File: config.mk
export PLATFORM = sky130hd
export DESIGN_NAME = inst_fetch_resp
export DESIGN_NICKNAME = d
export VERILOG_FILES = /design/src/rtl/inst_fetch_resp_pkg.sv /design/src/rtl/inst_fetch_resp_timeout_cnt.sv /design/src/rtl/inst_fetch_resp.sv
export SDC_FILE = /design/constraint.sdc
export NUM_CORES = 1
export LEC_CHECK = 0
export CAP_MARGIN = 20
export CORE_MARGIN = 1
export CORE_UTILIZATION = 43
export CTS_BUF_LIST = sky130_fd_sc_hd__clkbuf_4 sky130_fd_sc_hd__clkbuf_8 sky130_fd_sc_hd__clkbuf_16
export DETAILED_ROUTE_END_ITERATION = 8
export PLACE_DENSITY = 0.8
export SLEW_MARGIN = 10
export SYNTH_ARGS = -nofsm -noshare
export SYNTH_HDL_FRONTEND = slang
export SYNTH_SLANG_ARGS = --single-unit
File: constraint.sdc
create_clock -name clk -period 4.5 [get_ports clk]
set_clock_uncertainty 0.15 [all_clocks]
set_input_delay 0.45 -clock clk [delete_from_list [all_inputs] [get_ports clk]]
set_output_delay 0.45 -clock clk [all_outputs]
set_load 0.005 [all_outputs]
File: src/rtl/inst_fetch_resp_pkg.sv
// Shared bus widths, the default NOP and the fetch FSM state encoding for the
// instruction fetch responder.
package inst_fetch_resp_pkg;
    localparam int INST_ADDR_BUS = 32;
    localparam int REG_BUS       = 32;
    localparam logic [31:0] NOP_INST_DEF = 32'h0000_0013;

    typedef enum logic [2:0] {
        S_IDLE  = 3'd0,
        S_REQ   = 3'd1,
        S_WAIT  = 3'd2,
        S_FLUSH = 3'd3,
        S_HOLD  = 3'd4
    } fetch_state_t;
endpackage

File: src/rtl/inst_fetch_resp_timeout_cnt.sv
// Response timeout counter: cleared outside the waiting states, counts while
// enabled and flags expiry in the cycle its count reaches TIMEOUT.
module fetch_timeout_cnt #(
    parameter int TIMEOUT = 255,
    localparam int CNT_W  = $clog2(TIMEOUT + 1)
) (
    input  logic clk,
    input  logic rst,
    input  logic i_clr,
    input  logic i_en,
    output logic o_expire
);
    logic [CNT_W-1:0] r_count;

    always_ff @(posedge clk or posedge rst) begin
        if (rst) begin
            r_count <= '0;
        end else if (i_clr) begin
            r_count <= '0;
        end else if (i_en) begin
            r_count <= r_count + 1'b1;
        end
    end

    assign o_expire = i_en && (r_count == CNT_W'(TIMEOUT));
endmodule

File: src/rtl/inst_fetch_resp.sv
// Fetch responder: one instruction-bus transaction per PC, delivers the word to
// IF/ID, stalls the PC while busy and discards fetches overtaken by a branch.
module inst_fetch_resp
    import inst_fetch_resp_pkg::*;
#(
    parameter int ADDR_W  = INST_ADDR_BUS,
    parameter int DATA_W  = REG_BUS,
    parameter int TIMEOUT = 255,
    parameter logic [DATA_W-1:0] NOP_INST = DATA_W'(NOP_INST_DEF)
) (
    input  logic              clk,
    input  logic              rst,
    input  logic [ADDR_W-1:0] pc_i,
    input  logic              ce_i,
    input  logic              branch_flag_i,
    input  logic [4:0]        stalled,
    output logic              ibus_req_o,
    output logic [ADDR_W-1:0] ibus_addr_o,
    input  logic              ibus_gnt_i,
    input  logic              ibus_rvalid_i,
    input  logic [DATA_W-1:0] ibus_rdata_i,
    output logic [DATA_W-1:0] inst_o,
    output logic [ADDR_W-1:0] inst_addr_o,
    output logic              inst_valid_o,
    output logic              stallreq_o,
    output logic              fetch_err_o,
    output fetch_state_t      o_dbg_state
);
    fetch_state_t      r_state;
    logic              r_drop;
    logic              r_req;
    logic [ADDR_W-1:0] r_addr;
    logic [DATA_W-1:0] r_inst;
    logic [ADDR_W-1:0] r_inst_addr;
    logic              r_valid;
    logic              r_err;

    logic w_waiting;
    logic w_timeout;
    logic w_deliver;
    logic w_stallreq;
    logic w_unused_stall;

    // Only the IF/ID hold bit of the stall vector matters to the fetch side.
    assign w_unused_stall = ^{stalled[4:2], stalled[0]};

    assign w_waiting = (r_state == S_WAIT) || (r_state == S_FLUSH);
    assign w_deliver = ibus_rvalid_i && !branch_flag_i;

    fetch_timeout_cnt #(.TIMEOUT(TIMEOUT)) u_timeout (
        .clk      (clk),
        .rst      (rst),
        .i_clr    (!w_waiting),
        .i_en     (w_waiting),
        .o_expire (w_timeout)
    );

    always_ff @(posedge clk or posedge rst) begin
        if (rst) begin
            r_state     <= S_IDLE;
            r_drop      <= 1'b0;
            r_req       <= 1'b0;
            r_addr      <= '0;
            r_inst      <= NOP_INST;
            r_inst_addr <= '0;
            r_valid     <= 1'b0;
            r_err       <= 1'b0;
        end else begin
            r_valid <= 1'b0;
            r_err   <= 1'b0;
            case (r_state)
                S_IDLE: begin
                    if (ce_i && !branch_flag_i) begin
                        r_addr  <= pc_i;
                        r_req   <= 1'b1;
                        r_state <= S_REQ;
                    end
                end
                S_REQ: begin
                    // A granted request cannot be recalled, so a redirect only marks it for discard.
                    if (branch_flag_i) r_drop <= 1'b1;
                    if (ibus_gnt_i) begin
                        r_req   <= 1'b0;
                        r_state <= (r_drop || branch_flag_i) ? S_FLUSH : S_WAIT;
                    end
                end
                S_WAIT: begin
                    if (ibus_rvalid_i) begin
                        if (!branch_flag_i) begin
                            r_inst      <= ibus_rdata_i;
                            r_inst_addr <= r_addr;
                            r_valid     <= 1'b1;
                            r_state     <= stalled[1] ? S_HOLD : S_IDLE;
                        end else begin
                            r_state <= S_IDLE;
                        end
                    end else if (w_timeout) begin
                        r_err   <= 1'b1;
                        r_state <= S_IDLE;
                        if (!branch_flag_i) begin
                            r_inst      <= NOP_INST;
                            r_inst_addr <= r_addr;
                            r_valid     <= 1'b1;
                        end
                    end else if (branch_flag_i) begin
                        r_state <= S_FLUSH;
                    end
                end
                S_FLUSH: begin
                    if (ibus_rvalid_i || w_timeout) begin
                        r_err   <= !ibus_rvalid_i;
                        r_drop  <= 1'b0;
                        r_state <= S_IDLE;
                    end
                end
                S_HOLD: begin
                    if (branch_flag_i) begin
                        r_state <= S_IDLE;
                    end else if (stalled[1]) begin
                        r_valid <= 1'b1;
                    end else begin
                        r_state <= S_IDLE;
                    end
                end
                default: r_state <= S_IDLE;
            endcase
        end
    end

    // Low only when a word is delivered or held, so the PC steps once per instruction.
    always_comb begin
        w_stallreq = 1'b0;
        case (r_state)
            S_IDLE:  w_stallreq = ce_i && !branch_flag_i;
            S_REQ:   w_stallreq = 1'b1;
            S_FLUSH: w_stallreq = 1'b1;
            S_WAIT:  w_stallreq = !w_deliver;
            default: w_stallreq = 1'b0;
        endcase
    end

    assign ibus_req_o   = r_req;
    assign ibus_addr_o  = r_addr;
    assign inst_o       = r_inst;
    assign inst_addr_o  = r_inst_addr;
    assign inst_valid_o = r_valid;
    assign stallreq_o   = w_stallreq;
    assign fetch_err_o  = r_err;
    assign o_dbg_state  = r_state;
endmodule

==> out/summary.txt, run 1 <==
Outcome: complete, no violations
Root Buffer: clkbuf_8
CP Launch Point: branch_flag_i
R2R Setup Slk: 1.97 ns
RePlAce Congestion: 0.7723
DP HPWL: 6930 um
Post-synth design cell area: 4365 um^2
P_sw: 1.123 mW
TritonCTS buffer count: 9
Io pins: 178
Crit end category: output pin
Worst-margin pin slew: 1.040 ns
Total Power: 4.119 mW
Clock share of power: 0.161
PortBufs: 173
Most used cell, CP: clkdlybuf4s50_1
Cell accounting for the most synthesized area: dfrtp_1
Syn Area/Cell: 15.32 um^2
Clk slew on worst S/H paths: 0.10 ns
Core area: 9819 um^2
Clock Path Buffers: 2
Synth top area cells: dfrtp_1 62%, mux2_2 9.5%, mux2_4 9.3%
Syn nets: 361
Initial antenna violation count: 0
DRT Pass-1 Iters: 4
DR vias: 2,942
Footprint of the multi-input gates: 1458 um^2
Routed len/inst: 16.60 um
Hold_ws: 0.3664 ns
FP Rows: 36
Global-route wire length before repair: 15,010 um
# fillers: 773
Largest net degree at the start of global routing: 56
Reg2Reg Depth: 4
Layout Cells excl Fill: 594
Mapped Cells: 285
Post-synth cell types: 35
Setup Buffers After CTS: 0
Period utilization: 0.5782
Critical R2R Capture: inst_addr_o[30]
Highest Clock Rate: 384.4 MHz
Slew headroom: 0.3068
H-Tree Depth: 3
Total GRT Usage: 0.1880
CP max-delay cell: clkdlybuf4s50_1
Leakage: 2.746 nW
Slew Limit Fails: 0
Most frequent cells in the layout: 173 x clkdlybuf4s50_1, 108 x dfrtp_1, 37 x mux2_2
Die height: 102.8 um
Post-DRT Antenna Nets: 0
Hold Crit Class: register to register
Seq. cell area: 2781 um^2
Critical path arrival: 2.00 ns
Drt drc: 0
Hold Buf Count CTS: 0
Die Span X: 102.8 um
Global route total overflow: 0
Reg-to-Reg Start: o_dbg_state[2]
Sink Count: 111
Peak VDD IR: 0.3182 mV
Initial Util: 0.4446
Crit path to: stallreq_o
Max-Cap Viols: 0
Die area: 10,560 um^2
Pwr/cell area: 644.4 nW/um^2
Vias per inst: 4.953
Placed Instances: 578
Shortest period the worst path allows: 2.602 ns
Final instance area: 6392 um^2
Synth Warn #: 0
Startpoint types: input pin
Final setup viols: 0
Internal Power: 2.996 mW
Worst endpoint required time: 3.90 ns
Critical path start-end classification: input pin to output pin
Final wirelength: 9861 um
Placed cell area: 6166 um^2
CTS tree: yes
Switching share of power: 0.2726
Resized cells post-CTS: 0
Layout Area Growth over Synthesis: 46.43%
Sequential Power Share: 0.424
Top cell type's share of synthesized area: 0.6191
Synth Register Bits: 111
Post-synthesis sequential area ratio: 0.6371
Final TNS setup: 0 ns
Power share of the combinational group: 0.416
Final hold viol count: 0
Antenna Cells: 0
Insertion delay to the later sink of the worst-skew pair: 0.36 ns
DR iter-0 viols: 23
Worst path cell trace: clkdlybuf4s50_1 > nand3b_1 > o21ai_0 > a21oi_1 > clkdlybuf4s50_1
Most common cell after layout, fill and taps aside: clkdlybuf4s50_1
CP max stage delay: 0.61 ns
Vias in the first global route: 2,978
Layout cells sized above 1: 0.1952
Critical-path maximum fanout: 8
Nets@finish: 532
RSZ-0062 raised after global routing: false
## synthesized netlist by cell type
master      n
dfrtp_1   108
mux2_2     37
a22o_1     29
mux2_4     27
nand2_1    10
nor2_1      9
clkbuf_1    8
nand3_1     5
o21ai_0     5
xor2_1      5
buf_12      3
buf_2       3
dfstp_2     3
inv_1       3
nor2b_1     3
o22a_1      3
a21oi_1     2
and2_1      2
nand4_1     2
nor3_1      2
o21a_1      2
a21o_1      1
a31oi_1     1
a41o_1      1
and2_4      1
and3_1      1
and3_2      1
and4_4      1
buf_8       1
ha_1        1
nand2b_1    1
nand3b_1    1
nor4_1      1
o31ai_1     1
xnor2_1     1
## power by group through the flow
stage | Sequential [mW] | Clock (mW) | Combinational, mW
2_1_floorplan | 1.75 | 0 | 0.653
3_3_place_gp | 1.73 | 0 | 1.69
3_5_place_dp | 1.75 | 0 | 1.73
4_1_cts | 1.75 | 0.675 | 1.74
5_1_grt | 1.80 | 0.709 | 1.84
6_report | 1.75 | 0.661 | 1.71
## metal layers
layer  vias up  track usage  wire [um]
li1       1360            -          -
met5         -            0          0
met1      1458       0.2335       4224
met3        11      0.04881        725
met2       113       0.3210       4769
met4         0      0.06176        140
## metrics by stage
| step | setup WS (ns) | utilization |
|---|---|---|
| floorplan | 0.9743 | - |
| global placement | 1.721 | 0.6279 |
| detailed placement | 1.663 | 0.6279 |
| CTS | 1.901 | 0.6510 |
| global route | 1.775 | 0.6510 |
| finish | 1.898 | 0.6510 |
## registers in the layout, summed over array words and instances (netlist names)
register	count
ibus_addr_o	32
inst_valid_o	1
u_timeout.r_count	8
r_drop	1
ibus_req_o	1
fetch_err_o	1
inst_o	32
inst_addr_o	32
o_dbg_state	3
## worst min path at each step
stage	startpoint	endpoint	slack (ns)	cells after the start
detailed placement	inst_o[15]	inst_o[15]	0.34	1
floorplan	ibus_req_o	ibus_req_o	0.32	2
CTS	inst_addr_o[25]	inst_addr_o[25]	0.37	1
finish	inst_o[3]	inst_o[3]	0.37	1
global placement	inst_o[17]	inst_o[17]	0.34	1
global route	inst_addr_o[25]	inst_addr_o[25]	0.38	1
## worst max-delay path: cells and delay by family
family          cells  cell delay, ns
compound gates      2            0.24
simple gates        1            0.14
buf+inv             2            1.16
## cell type report
cell class              instances  area share
clock buffers                  11     0.02271
clock inverters                 5     0.01272
inverters                       3    0.002153
multi-input cells             156      0.2280
flip-flops and latches        111      0.4351
well taps                     133     0.02603
repair buffers                175      0.2732
## kinds of logic (layout without fill, tap and decap cells)
group | after synthesis | in the layout | share of synthesized area
compound gates | 45 | 45 | 0.08283
flops | 111 | 111 | 0.6371
simple gates | 40 | 40 | 0.04672
fa+ha+maj | 1 | 1 | 0.002866
xor+xnor | 6 | 6 | 0.01204
buf+inv | 18 | 194 | 0.03009
mux | 64 | 64 | 0.1883
Note: power is estimated with default switching activity, not from simulation.
==> inputs of run 2 (changes only) <==
--- a/config.mk
+++ b/config.mk
@@ -7,10 +7,10 @@
 export LEC_CHECK = 0
 export CAP_MARGIN = 20
 export CORE_MARGIN = 1
-export CORE_UTILIZATION = 43
+export CORE_UTILIZATION = 39
 export CTS_BUF_LIST = sky130_fd_sc_hd__clkbuf_4 sky130_fd_sc_hd__clkbuf_8 sky130_fd_sc_hd__clkbuf_16
 export DETAILED_ROUTE_END_ITERATION = 8
-export PLACE_DENSITY = 0.8
+export PLACE_DENSITY = 0.77
 export SLEW_MARGIN = 10
 export SYNTH_ARGS = -nofsm -noshare
 export SYNTH_HDL_FRONTEND = slang
==> constraint.sdc (replaced) <==
create_clock -name clk -period 2.2 [get_ports clk]
set_clock_uncertainty 0.15 [all_clocks]
set_input_delay 0.22 -clock clk [delete_from_list [all_inputs] [get_ports clk]]
set_output_delay 0.22 -clock clk [all_outputs]
set_load 0.005 [all_outputs]
==> out/summary.txt, run 2 (synthesized netlist as in run 1, its figures left out) <==
Die area: 11,620 um^2 (+10%)
Met1 Resource Use GR: 0.2262 (-0.007239)
Critical path arrival: 1.67 ns (-0.33 ns)
DR vias: 2,954 (+0.41%)
Power share of the combinational group: 0.425 (+0.009)
Layout Area Growth over Synthesis: 49.18%
Slew Limit Fails: 0 (unchanged)
Met3 Use GR: 0.04237 (-0.006441)
Root Buffer: clkbuf_8
Die Span X: 107.8 um (+4.9%)
Clk slew on worst S/H paths: 0.11 ns (about the same)
Antenna Cells: 0 (unchanged)
Hold Buf Count CTS: 0 (unchanged)
Nets@finish: 542 (+1.9%)
PortBufs: 173 (unchanged)
Worst-margin pin slew: 0.5798 ns (-0.4600 ns)
Shortest period the worst path allows: 2.037 ns
Final Util: 0.5981 (-0.05286)
Drt drc: 0 (unchanged)
Crit end category: output pin
TritonCTS buffer count: 9 (unchanged)
DRT Pass-1 Iters: 4 (unchanged)
DR iter-0 viols: 117 (+410%)
FP Rows: 38 (+5.6%)
Critical path start-end classification: register to output pin
Io pins: 178 (unchanged)
Worst path cell trace: nand3b_1 > o21ai_0 > a21oi_1 > clkdlybuf4s50_1
Internal Power: 6.084 mW (+100%)
Clock Path Buffers: 2 (unchanged)
Core area: 10,890 um^2 (+11%)
Most frequent cells in the layout: 173 x clkdlybuf4s50_1, 108 x dfrtp_1, 37 x mux2_2
Switching share of power: 0.2705 (-0.002107)
Layout cells sized above 1: 0.2123 (+0.01709)
RSZ-0062 raised after global routing: false
Final hold viol count: 0 (unchanged)
Final TNS setup: 0 ns (unchanged)
Startpoint types: register
Outcome: complete, no violations
Die height: 107.8 um (+4.9%)
Global-route wire length before repair: 15,450 um (+2.9%)
Vias in the first global route: 3,109 (+4.4%)
Clock share of power: 0.146 (-0.015)
Sequential Power Share: 0.429 (+0.005)
RePlAce Congestion: 0.7526 (-2.6%)
Hold Crit Class: input pin to asynchronous set/reset pin
Most common cell after layout, fill and taps aside: clkdlybuf4s50_1
CTS tree: yes
P_sw: 2.255 mW (+100%)
Initial antenna violation count: 0 (unchanged)
CP max stage delay: 0.51 ns (-0.10 ns)
DP HPWL: 6786 um (-2.1%)
Sink Count: 111 (unchanged)
Final wirelength: 9621 um (-2.4%)
Global route total overflow: 0 (unchanged)
GRT busiest layer: met2
Largest net degree at the start of global routing: 112 (+100%)
Hold_ws: 0.2123 ns (-0.1540 ns)
Worst endpoint required time: 1.83 ns (-2.07 ns)
Setup Buffers After CTS: 0 (unchanged)
Initial Util: 0.4009 (-0.04363)
Critical-path maximum fanout: 8 (unchanged)
Highest Clock Rate: 490.9 MHz
Slew headroom: 0.6135 (+0.3067)
Vias per inst: 4.835 (-2.4%)
Final setup viols: 0 (unchanged)
Resized cells post-CTS: 0 (unchanged)
Post-DRT Antenna Nets: 0 (unchanged)
Global routing met2 resource utilization: 0.2683 (-0.05271)
H-Tree Depth: 3 (unchanged)
Insertion delay to the later sink of the worst-skew pair: 0.35 ns (about the same)
CP max-delay cell: clkdlybuf4s50_1
Leakage: 2.799 nW (+1.9%)
Routed len/inst: 15.75 um (-5.1%)
Total GRT Usage: 0.1714 (-0.01659)
Peak VDD IR: 0.6286 mV (+98%)
Pwr/cell area: 1280 nW/um^2 (+99%)
Period utilization: 0.9260
Max-Cap Viols: 0 (unchanged)
-- run 2: through the flow --
stage	instance area [um^2]	total power, mW	cells	setup WS [ns]
2_1_floorplan	4369	4.918	285	0.3560
3_5_place_dp	6314	7.188	595	0.1778
6_report	6513	8.339	611	0.1629
5_1_grt	6513	8.874	611	0.04261
3_3_place_gp	6314	7.090	595	0.1768
4_1_cts	6513	8.459	611	0.1279
-- run 2: worst paths after layout --
check	start	endpoint	slack [ns]	depth (start not counted)
max in group asynchronous	rst	inst_addr_o[13]	1.23	3
min in group clk	ibus_rdata_i[4]	inst_o[4]	0.28	2
max	o_dbg_state[1]	stallreq_o	0.16	4
min reg2reg	inst_o[31]	inst_o[31]	0.37	1
min	rst	ibus_addr_o[9]	0.21	3
max reg2reg	u_timeout.r_count[0]	inst_addr_o[16]	0.25	5
-- run 2: cell type report --
class,count,area (um^2)
Tap cell,140,175.2
Clock buffer,13,153.9
Inverter,3,15.01
Sequential cell,111,2781
Fill cell,889,4375
Multi-Input combinational cell,156,1458
Timing Repair Buffer,185,1884
Clock inverter,3,45.04
-- run 2: per-layer routing --
layer	routed length, um	vias up
met5	0	-
met4	167	0
met3	773	13
met2	4550	129
met1	4130	1436
li1	-	1376
-- run 2: critical path, delay by kind of cell (launching register included) --
kind	cells	cell delay [ns]
buffers and inverters	1	0.51
and+or+nand+nor	1	0.11
DFF	1	0.46
AOI/OAI and AO/OA	2	0.23
-- run 2: power by group through the flow --
stage	sequential [mW]	clock (mW)	combinational, mW
2_1_floorplan	3.58	0	1.34
3_3_place_gp	3.57	0	3.52
3_5_place_dp	3.59	0	3.59
4_1_cts	3.59	1.27	3.60
5_1_grt	3.71	1.36	3.81
6_report	3.57	1.22	3.55
